`config.mk`:
```
export PLATFORM = sky130hd
export DESIGN_NAME = fdd_track_loader_flat
export DESIGN_NICKNAME = d
export VERILOG_FILES = /design/src/rtl/fdd_pkg.sv /design/src/rtl/fdd_track_loader_if.sv /design/src/rtl/fdd_lba_calc.sv /design/src/rtl/fdd_track_loader.sv /design/src/flat_wrapper.sv
export SDC_FILE = /design/constraint.sdc
export NUM_CORES = 1
export LEC_CHECK = 0
export ABC_CLOCK_PERIOD_IN_PS = 7300
export BUFFER_PORTS_ARGS = -buffer_cell sky130_fd_sc_hd__buf_4
export CORE_MARGIN = 2
export CORE_UTILIZATION = 40
export DETAILED_ROUTE_END_ITERATION = 8
export HOLD_SLACK_MARGIN = 0.03
export SLEW_MARGIN = 10
export SYNTH_ARGS = -nofsm -noshare
export SYNTH_HDL_FRONTEND = slang
export SYNTH_SLANG_ARGS = --single-unit
```
`constraint.sdc`:
```
create_clock -name clk100 -period 7.3 [get_ports clk100]
set_input_delay 0 -clock clk100 [delete_from_list [all_inputs] [get_ports clk100]]
set_output_delay 0 -clock clk100 [all_outputs]
set_load 0.01 [all_outputs]
```
`src/rtl/fdd_pkg.sv`:
```
// rtl/fdd_pkg.sv - shared constants and FSM state codes for the track loader
// Purpose: track geometry defaults, track-RAM limit and loader state encodings.
// Ports: none (package).
package fdd_pkg;

    localparam int TRK_BLOCKS_DEF = 26;
    localparam logic [13:0] RAM_LIMIT = 14'h3280;
    localparam int TRK_BYTES_DEF = int'(RAM_LIMIT);
    localparam int SETTLE_CYC_DEF = 1024;

    localparam logic [2:0] ST_IDLE   = 3'd0;
    localparam logic [2:0] ST_SETTLE = 3'd1;
    localparam logic [2:0] ST_REQ    = 3'd2;
    localparam logic [2:0] ST_XFER   = 3'd3;
    localparam logic [2:0] ST_DRAIN  = 3'd4;
    localparam logic [2:0] ST_DONE   = 3'd5;
    localparam logic [2:0] ST_ERR    = 3'd6;

endpackage

```
`src/rtl/fdd_track_loader_if.sv`:
```
// rtl/fdd_track_loader_if.sv - storage block-read interface
// Purpose: groups the block request handshake and the returned byte stream.
// Ports (master = loader): sd_rd, sd_lba out; sd_ack, sd_dv, sd_dbyte, sd_done, sd_err in.
interface fdd_track_loader_if;

    logic        sd_rd;
    logic [31:0] sd_lba;
    logic        sd_ack;
    logic        sd_dv;
    logic [7:0]  sd_dbyte;
    logic        sd_done;
    logic        sd_err;

    modport master (
        output sd_rd, sd_lba,
        input  sd_ack, sd_dv, sd_dbyte, sd_done, sd_err
    );

    modport slave (
        input  sd_rd, sd_lba,
        output sd_ack, sd_dv, sd_dbyte, sd_done, sd_err
    );

endinterface

```
`src/rtl/fdd_lba_calc.sv`:
```
// rtl/fdd_lba_calc.sv - first LBA of a track image
// Purpose: base = img_lba + trk * TRK_BLOCKS (13-bit product, 32-bit wrap).
// Ports: img_lba in 32, trk in 8, base out 32.
module fdd_lba_calc
    import fdd_pkg::*;
#(
    parameter int TRK_BLOCKS = TRK_BLOCKS_DEF
) (
    input  logic [31:0] img_lba,
    input  logic [7:0]  trk,
    output logic [31:0] base
);

    localparam logic [4:0] BLK5 = 5'(TRK_BLOCKS);

    logic [12:0] prod;

    assign prod = {5'b0, trk} * {8'b0, BLK5};
    assign base = img_lba + {19'b0, prod};

endmodule

```
`src/rtl/fdd_track_loader.sv`:
```
// rtl/fdd_track_loader.sv - fills the track RAM with the image of the selected track
// Purpose: waits for atrack to settle, reads TRK_BLOCKS storage blocks and writes
//          the first TRK_BYTES bytes into track RAM; loadask flags a valid buffer.
// Ports: clk100, res_n, img_ready, img_lba[31:0], atrack[7:0] in;
//        sd (block-read master); ram_write_addr[13:0], ram_di[7:0], ram_we,
//        loadask, busy, cur_track[7:0] out.
module fdd_track_loader
    import fdd_pkg::*;
#(
    parameter int TRK_BLOCKS = TRK_BLOCKS_DEF,
    parameter int TRK_BYTES  = TRK_BYTES_DEF,
    parameter int SETTLE_CYC = SETTLE_CYC_DEF
) (
    input  logic                 clk100,
    input  logic                 res_n,
    input  logic                 img_ready,
    input  logic [31:0]          img_lba,
    input  logic [7:0]           atrack,
    fdd_track_loader_if.master   sd,
    output logic [13:0]          ram_write_addr,
    output logic [7:0]           ram_di,
    output logic                 ram_we,
    output logic                 loadask,
    output logic                 busy,
    output logic [7:0]           cur_track
);

    localparam int CNT_W = $clog2(SETTLE_CYC + 1);

    logic [2:0]       state;
    logic [7:0]       atrack_q;
    logic [CNT_W-1:0] cnt;
    logic [31:0]      base;
    logic [31:0]      base_next;
    logic [4:0]       blk;
    logic [9:0]       bidx;
    logic             abort;
    logic             go_idle;

    logic             trk_chg;
    logic             stop;
    logic [13:0]      addr;
    logic             wr_ok;
    logic             last_blk;

    fdd_lba_calc #(.TRK_BLOCKS(TRK_BLOCKS)) u_lba (
        .img_lba (img_lba),
        .trk     (atrack),
        .base    (base_next)
    );

    assign trk_chg  = (atrack != atrack_q);
    assign stop     = trk_chg || !img_ready;
    assign addr     = {blk, 9'b0} + {4'b0, bidx};
    // bidx saturates at 512, so bit 9 marks the surplus bytes of an over-long block
    assign wr_ok    = (addr < 14'(TRK_BYTES)) && !bidx[9];
    assign last_blk = (blk == 5'(TRK_BLOCKS - 1));

    assign sd.sd_rd  = (state == ST_REQ);
    assign sd.sd_lba = base + {27'b0, blk};
    assign busy      = (state == ST_REQ) || (state == ST_XFER) || (state == ST_DRAIN);
    assign loadask   = (state == ST_DONE) && (atrack == cur_track);

    always_ff @(posedge clk100 or negedge res_n) begin
        if (!res_n) begin
            state          <= ST_IDLE;
            atrack_q       <= 8'd0;
            cnt            <= '0;
            base           <= 32'd0;
            blk            <= 5'd0;
            bidx           <= 10'd0;
            abort          <= 1'b0;
            go_idle        <= 1'b0;
            cur_track      <= 8'd0;
            ram_we         <= 1'b0;
            ram_write_addr <= 14'd0;
            ram_di         <= 8'd0;
        end else begin
            atrack_q <= atrack;
            ram_we   <= 1'b0;
            case (state)
                ST_IDLE: begin
                    if (img_ready) begin
                        cnt   <= '0;
                        state <= ST_SETTLE;
                    end
                end
                ST_SETTLE: begin
                    if (!img_ready) begin
                        state <= ST_IDLE;
                    end else if (trk_chg) begin
                        cnt <= '0;
                    end else if (cnt == CNT_W'(SETTLE_CYC)) begin
                        cur_track <= atrack;
                        base      <= base_next;
                        blk       <= 5'd0;
                        abort     <= 1'b0;
                        go_idle   <= 1'b0;
                        state     <= ST_REQ;
                    end else begin
                        cnt <= cnt + 1'b1;
                    end
                end
                ST_REQ: begin
                    // the request cannot be withdrawn; remember why it must be drained
                    if (trk_chg)    abort   <= 1'b1;
                    if (!img_ready) go_idle <= 1'b1;
                    if (sd.sd_ack) begin
                        bidx  <= 10'd0;
                        state <= (abort || go_idle || stop) ? ST_DRAIN : ST_XFER;
                    end
                end
                ST_XFER: begin
                    if (sd.sd_dv && !bidx[9]) bidx <= bidx + 10'd1;
                    if (sd.sd_dv && wr_ok && !stop) begin
                        ram_we         <= 1'b1;
                        ram_write_addr <= addr;
                        ram_di         <= sd.sd_dbyte;
                    end
                    if (sd.sd_done || sd.sd_err) begin
                        cnt <= '0;
                        if (stop)           state <= img_ready ? ST_SETTLE : ST_IDLE;
                        else if (sd.sd_err) state <= ST_ERR;
                        else if (last_blk)  state <= ST_DONE;
                        else begin
                            blk   <= blk + 5'd1;
                            state <= ST_REQ;
                        end
                    end else if (stop) begin
                        go_idle <= !img_ready;
                        state   <= ST_DRAIN;
                    end
                end
                ST_DRAIN: begin
                    if (!img_ready) go_idle <= 1'b1;
                    if (sd.sd_done || sd.sd_err) begin
                        cnt   <= '0;
                        state <= (go_idle || !img_ready) ? ST_IDLE : ST_SETTLE;
                    end
                end
                ST_DONE: begin
                    if (!img_ready) begin
                        state <= ST_IDLE;
                    end else if (atrack != cur_track) begin
                        cnt   <= '0;
                        state <= ST_SETTLE;
                    end
                end
                ST_ERR: begin
                    if (!img_ready) begin
                        state <= ST_IDLE;
                    end else if (trk_chg) begin
                        cnt   <= '0;
                        state <= ST_SETTLE;
                    end
                end
                default: state <= ST_IDLE;
            endcase
        end
    end

endmodule

```
`src/flat_wrapper.sv`:
```
// flat-port wrapper written by rule: the top's interface ports become plain ports
module fdd_track_loader_flat import fdd_pkg::*;
#(
    parameter int TRK_BLOCKS = TRK_BLOCKS_DEF,
    parameter int TRK_BYTES  = TRK_BYTES_DEF,
    parameter int SETTLE_CYC = SETTLE_CYC_DEF
)
  (clk100, res_n, img_ready, img_lba, atrack, ram_write_addr, ram_di, ram_we, loadask, busy, cur_track, sd_sd_rd, sd_sd_lba, sd_sd_ack, sd_sd_dv, sd_sd_dbyte, sd_sd_done, sd_sd_err);
  fdd_track_loader_if sd_i ();
  input  logic clk100;
  input  logic res_n;
  input  logic img_ready;
  input  logic [31:0] img_lba;
  input  logic [7:0] atrack;
  output logic [13:0] ram_write_addr;
  output logic [7:0] ram_di;
  output logic ram_we;
  output logic loadask;
  output logic busy;
  output logic [7:0] cur_track;
  output wire logic [$bits(sd_i.sd_rd)-1:0] sd_sd_rd;
  output wire logic [$bits(sd_i.sd_lba)-1:0] sd_sd_lba;
  input wire logic [$bits(sd_i.sd_ack)-1:0] sd_sd_ack;
  input wire logic [$bits(sd_i.sd_dv)-1:0] sd_sd_dv;
  input wire logic [$bits(sd_i.sd_dbyte)-1:0] sd_sd_dbyte;
  input wire logic [$bits(sd_i.sd_done)-1:0] sd_sd_done;
  input wire logic [$bits(sd_i.sd_err)-1:0] sd_sd_err;
  assign sd_sd_rd = sd_i.sd_rd;
  assign sd_sd_lba = sd_i.sd_lba;
  assign sd_i.sd_ack = sd_sd_ack;
  assign sd_i.sd_dv = sd_sd_dv;
  assign sd_i.sd_dbyte = sd_sd_dbyte;
  assign sd_i.sd_done = sd_sd_done;
  assign sd_i.sd_err = sd_sd_err;
  fdd_track_loader #(.TRK_BLOCKS(TRK_BLOCKS), .TRK_BYTES(TRK_BYTES), .SETTLE_CYC(SETTLE_CYC)) u_core (.clk100(clk100), .res_n(res_n), .img_ready(img_ready), .img_lba(img_lba), .atrack(atrack), .sd(sd_i), .ram_write_addr(ram_write_addr), .ram_di(ram_di), .ram_we(ram_we), .loadask(loadask), .busy(busy), .cur_track(cur_track));
endmodule
```
==> results.txt <==
Synth top area cells = dfrtp_1 (37%), ha_1 (8.0%), xnor2_1 (7.2%)
Leading area contributor after synthesis = dfrtp_1
Final Cycle Share = 0.632
Buf/Inv on CP = 2
Largest delay share family, worst path = adder cells
Antenna Violating Nets Remaining = 0
Fin util = 0.507
Routed vias = 5,695
Global-route met1 utilization = 0.253
Routed wire length per instance = 14.5 um
Number of buffers on the longest clock path = 2
Overall die width = 135 um
Height of the die = 135 um
Synthesized Nets = 849
Grt met3 use = 0.0292
Total of buffers placed on input and output ports = 120
Synthesized netlist cell count = 743
Worst Path Required = 7.56 ns
Pre-CTS setup slack = 2.86 ns
Fin. max-slew vios = 0
Maximum net fanout on the critical path = 10
Clock Latency Late Sink = 0.35 ns
Startpoint of the lowest-slack hold path = sd_sd_dv
Most used standard cells in the synthesized netlist = dfrtp_1 (102), nand2_1 (85), o21ai_0 (73)
Count of H-tree levels built during CTS = 3
Synthesis-stage register bit count = 102
Met2 Usage GRT = 0.297
Tot GR Track Use = 0.183
Final setup vio count = 0
Count of final hold-check violations = 0
Category of the worst setup path capture point = flip-flop
Proportion of layout cells with a drive suffix above 1 = 0.198
CP Launch Type = input port
Number of antenna violations at the first check in global routing = 0
Cell breakdown of the critical path = dlygate4sd3_1 -> buf_4 -> ha_1 -> fa_1 -> fa_1 -> a21o_1 -> a21oi_1 -> nor2b_1 -> o21a_1 -> nor4_1 -> nor2_1 -> xor2_1 -> ha_1 -> and3_1 -> nand2_1 -> a21oi_1 -> o21ai_0 -> xor2_1 -> o21ai_0
Most instantiated library cell after synthesis = dfrtp_1
# resized after CTS = 0
Power per unit of standard cell area = 180 mW/mm^2
Power Total = 1560 uW
Final net count = 999
Syn_area_per_cell = 9.29 um^2
GPL Wtd Cong = 0.832
Clock tree skew after final layout = 0.0125 ns
Clock tree from TritonCTS = yes
Reg2reg start = u_core.blk[0]
DRT iter0 DRCs = 288
Number of sinks driven by the clock tree = 102
Worst-Margin Slew = 1.15 ns
Worst max-slew margin expressed relative to the limit = 0.231
Kind of critical path = input port to flip-flop
Inserted Clock Buffers = 9
Area growth, synth to finish = 25.2%
Die ar. = 0.0183 mm^2
Sequential share of the synthesized area = 0.370
Number of placement rows = 48
Maximum vdd ir drop = 99.5 uV
Netlist Area Pre-Place = 0.00690 mm^2
DR DRC count = 0
Number of flops mapped to enable cells by yosys = 0
Number of library cell types mapped by synthesis = 65
Data arrival, critical path = 4.88 ns
GRT overflow = 0
Worst hold-check path type = input port to flip-flop
Post-synth ARST share = 1.00
Worst hold margin = 0.105 ns
Run status = completed
Vias per Instance = 5.07
Clock period minus final worst setup slack = 4.61 ns
Setup TNS = 0 ns
DR pass1 iterations = 4
DP HPWL = 12,000 um
First-pass GRT wire length = 26,900 um
Maximum number of pins on one net before global-route repair = 65
Leakage power = 0.00412 uW
Worst path slowest cell = a21oi_1
CORE AREA = 0.0171 mm^2
Starting utilization of the core area = 0.405
Dominant synthesized flop cell = dfrtp_1
Vias in the first global route = 5,440
Launch point of the critical path = atrack[1]
Final worst slack = 2.69 ns
Aggregate routed wire length = 16,200 um
Gr busiest metal = met2
I/O pin count = 121
Number of max-cap violations = 0
Synth warn = 0
Maximum single-stage delay on the critical path = 0.63 ns
Clock-pin slew of the registers on the worst-case setup and hold paths = 0.07 ns
Number of diodes added for antenna fixing = 0
Root Buffer Master = clkbuf_16
Post-CTS setup buffer count = 0
FMAX = 217 MHz
CTS Hold Buffers Added = 38
Fraction of post-synthesis cell area in the top cell type by area = 0.370
RSZ-0062 raised after global routing = false
-- state kept, by name, summed over array words and instances (netlist names), 5 cells and up --
| signal | count |
|---|---|
| u_core.atrack_q | 8 |
| u_core.base | 32 |
| u_core.bidx | 10 |
| u_core.blk | 5 |
| u_core.cnt | 11 |
| u_core.cur_track | 8 |
| u_core.ram_di | 8 |
| u_core.ram_write_addr | 14 |
-- placed cells by master, fill, tap and decap left out, drive strengths merged, types with 8 or more instances in the layout --
cell type	n
buf	122
dfrtp	102
nand2	87
o21ai	75
xnor2	57
nor2	46
ha	44
inv	41
xor2	38
dlygate4sd3	38
nand3	30
mux2	26
a21oi	25
and3	19
nand4	16
nor3	13
and2	10
clkbuf	10
and4	8
-- worst reg2reg max path, stage by stage (launching register included) --
cell and delay, ns:
dfrtp_1 0.47, ha_1 0.24, ha_1 0.29, nand2b_1 0.18, o311ai_1 0.25, a21boi_1 0.10
a2111o_1 0.81, mux2_4 0.48
-- power by group --
| group | total (uW) | switching, uW | internal [uW] |
|---|---|---|---|
| Clock | 458 | 220 | 237 |
| Sequential | 614 | 32.2 | 582 |
| Combinational | 484 | 273 | 211 |
-- cell type report --
| type | count | area (um^2) |
|---|---|---|
| Clock buffer | 10 | 229 |
| Clock inverter | 6 | 55.1 |
| Fill cell | 1638 | 8410 |
| Inverter | 40 | 150 |
| Multi-Input combinational cell | 580 | 4080 |
| Sequential cell | 102 | 2550 |
| Tap cell | 225 | 282 |
| Timing Repair Buffer | 160 | 1300 |
-- worst paths after layout --
check                      slack, ns                to  cells after the start
min reg2reg                     0.48    u_core.base[0]                      2
max in group asynchronous       5.94   u_core.base[13]                      3
max                             2.69   u_core.base[29]                     19
max reg2reg                     4.38  u_core.ram_di[2]                      7
min in group asynchronous       0.21    u_core.bidx[4]                      2
min                             0.10    u_core.bidx[0]                      4
-- routing by layer --
layer | vias up | wire (um)
li1 | 2884 | -
met1 | 2686 | 7800
met2 | 105 | 7640
met3 | 20 | 480
met4 | 0 | 314
met5 | - | 0
-- metrics by stage --
| stage | area, um^2 | cells |
|---|---|---|
| after floorplan | 6900 | 743 |
| after global placement | 7980 | 1069 |
| after detailed placement | 7980 | 1069 |
| after CTS | 8640 | 1123 |
| after global routing | 8640 | 1123 |
| final | 8640 | 1123 |
-- logic make-up (layout without fill, tap and decap cells) --
kind of cell,Yosys count,after routing,share of synthesized area
and+or+nand+nor,265,265,0.200
AOI/OAI and AO/OA,142,142,0.121
DFF,102,102,0.370
xor gates and xnor gates,95,95,0.121
buffers and inverters,61,216,0.0393
adders and majority gates,51,51,0.100
muxes,27,27,0.0499
Power figures use the tool's default switching activity.
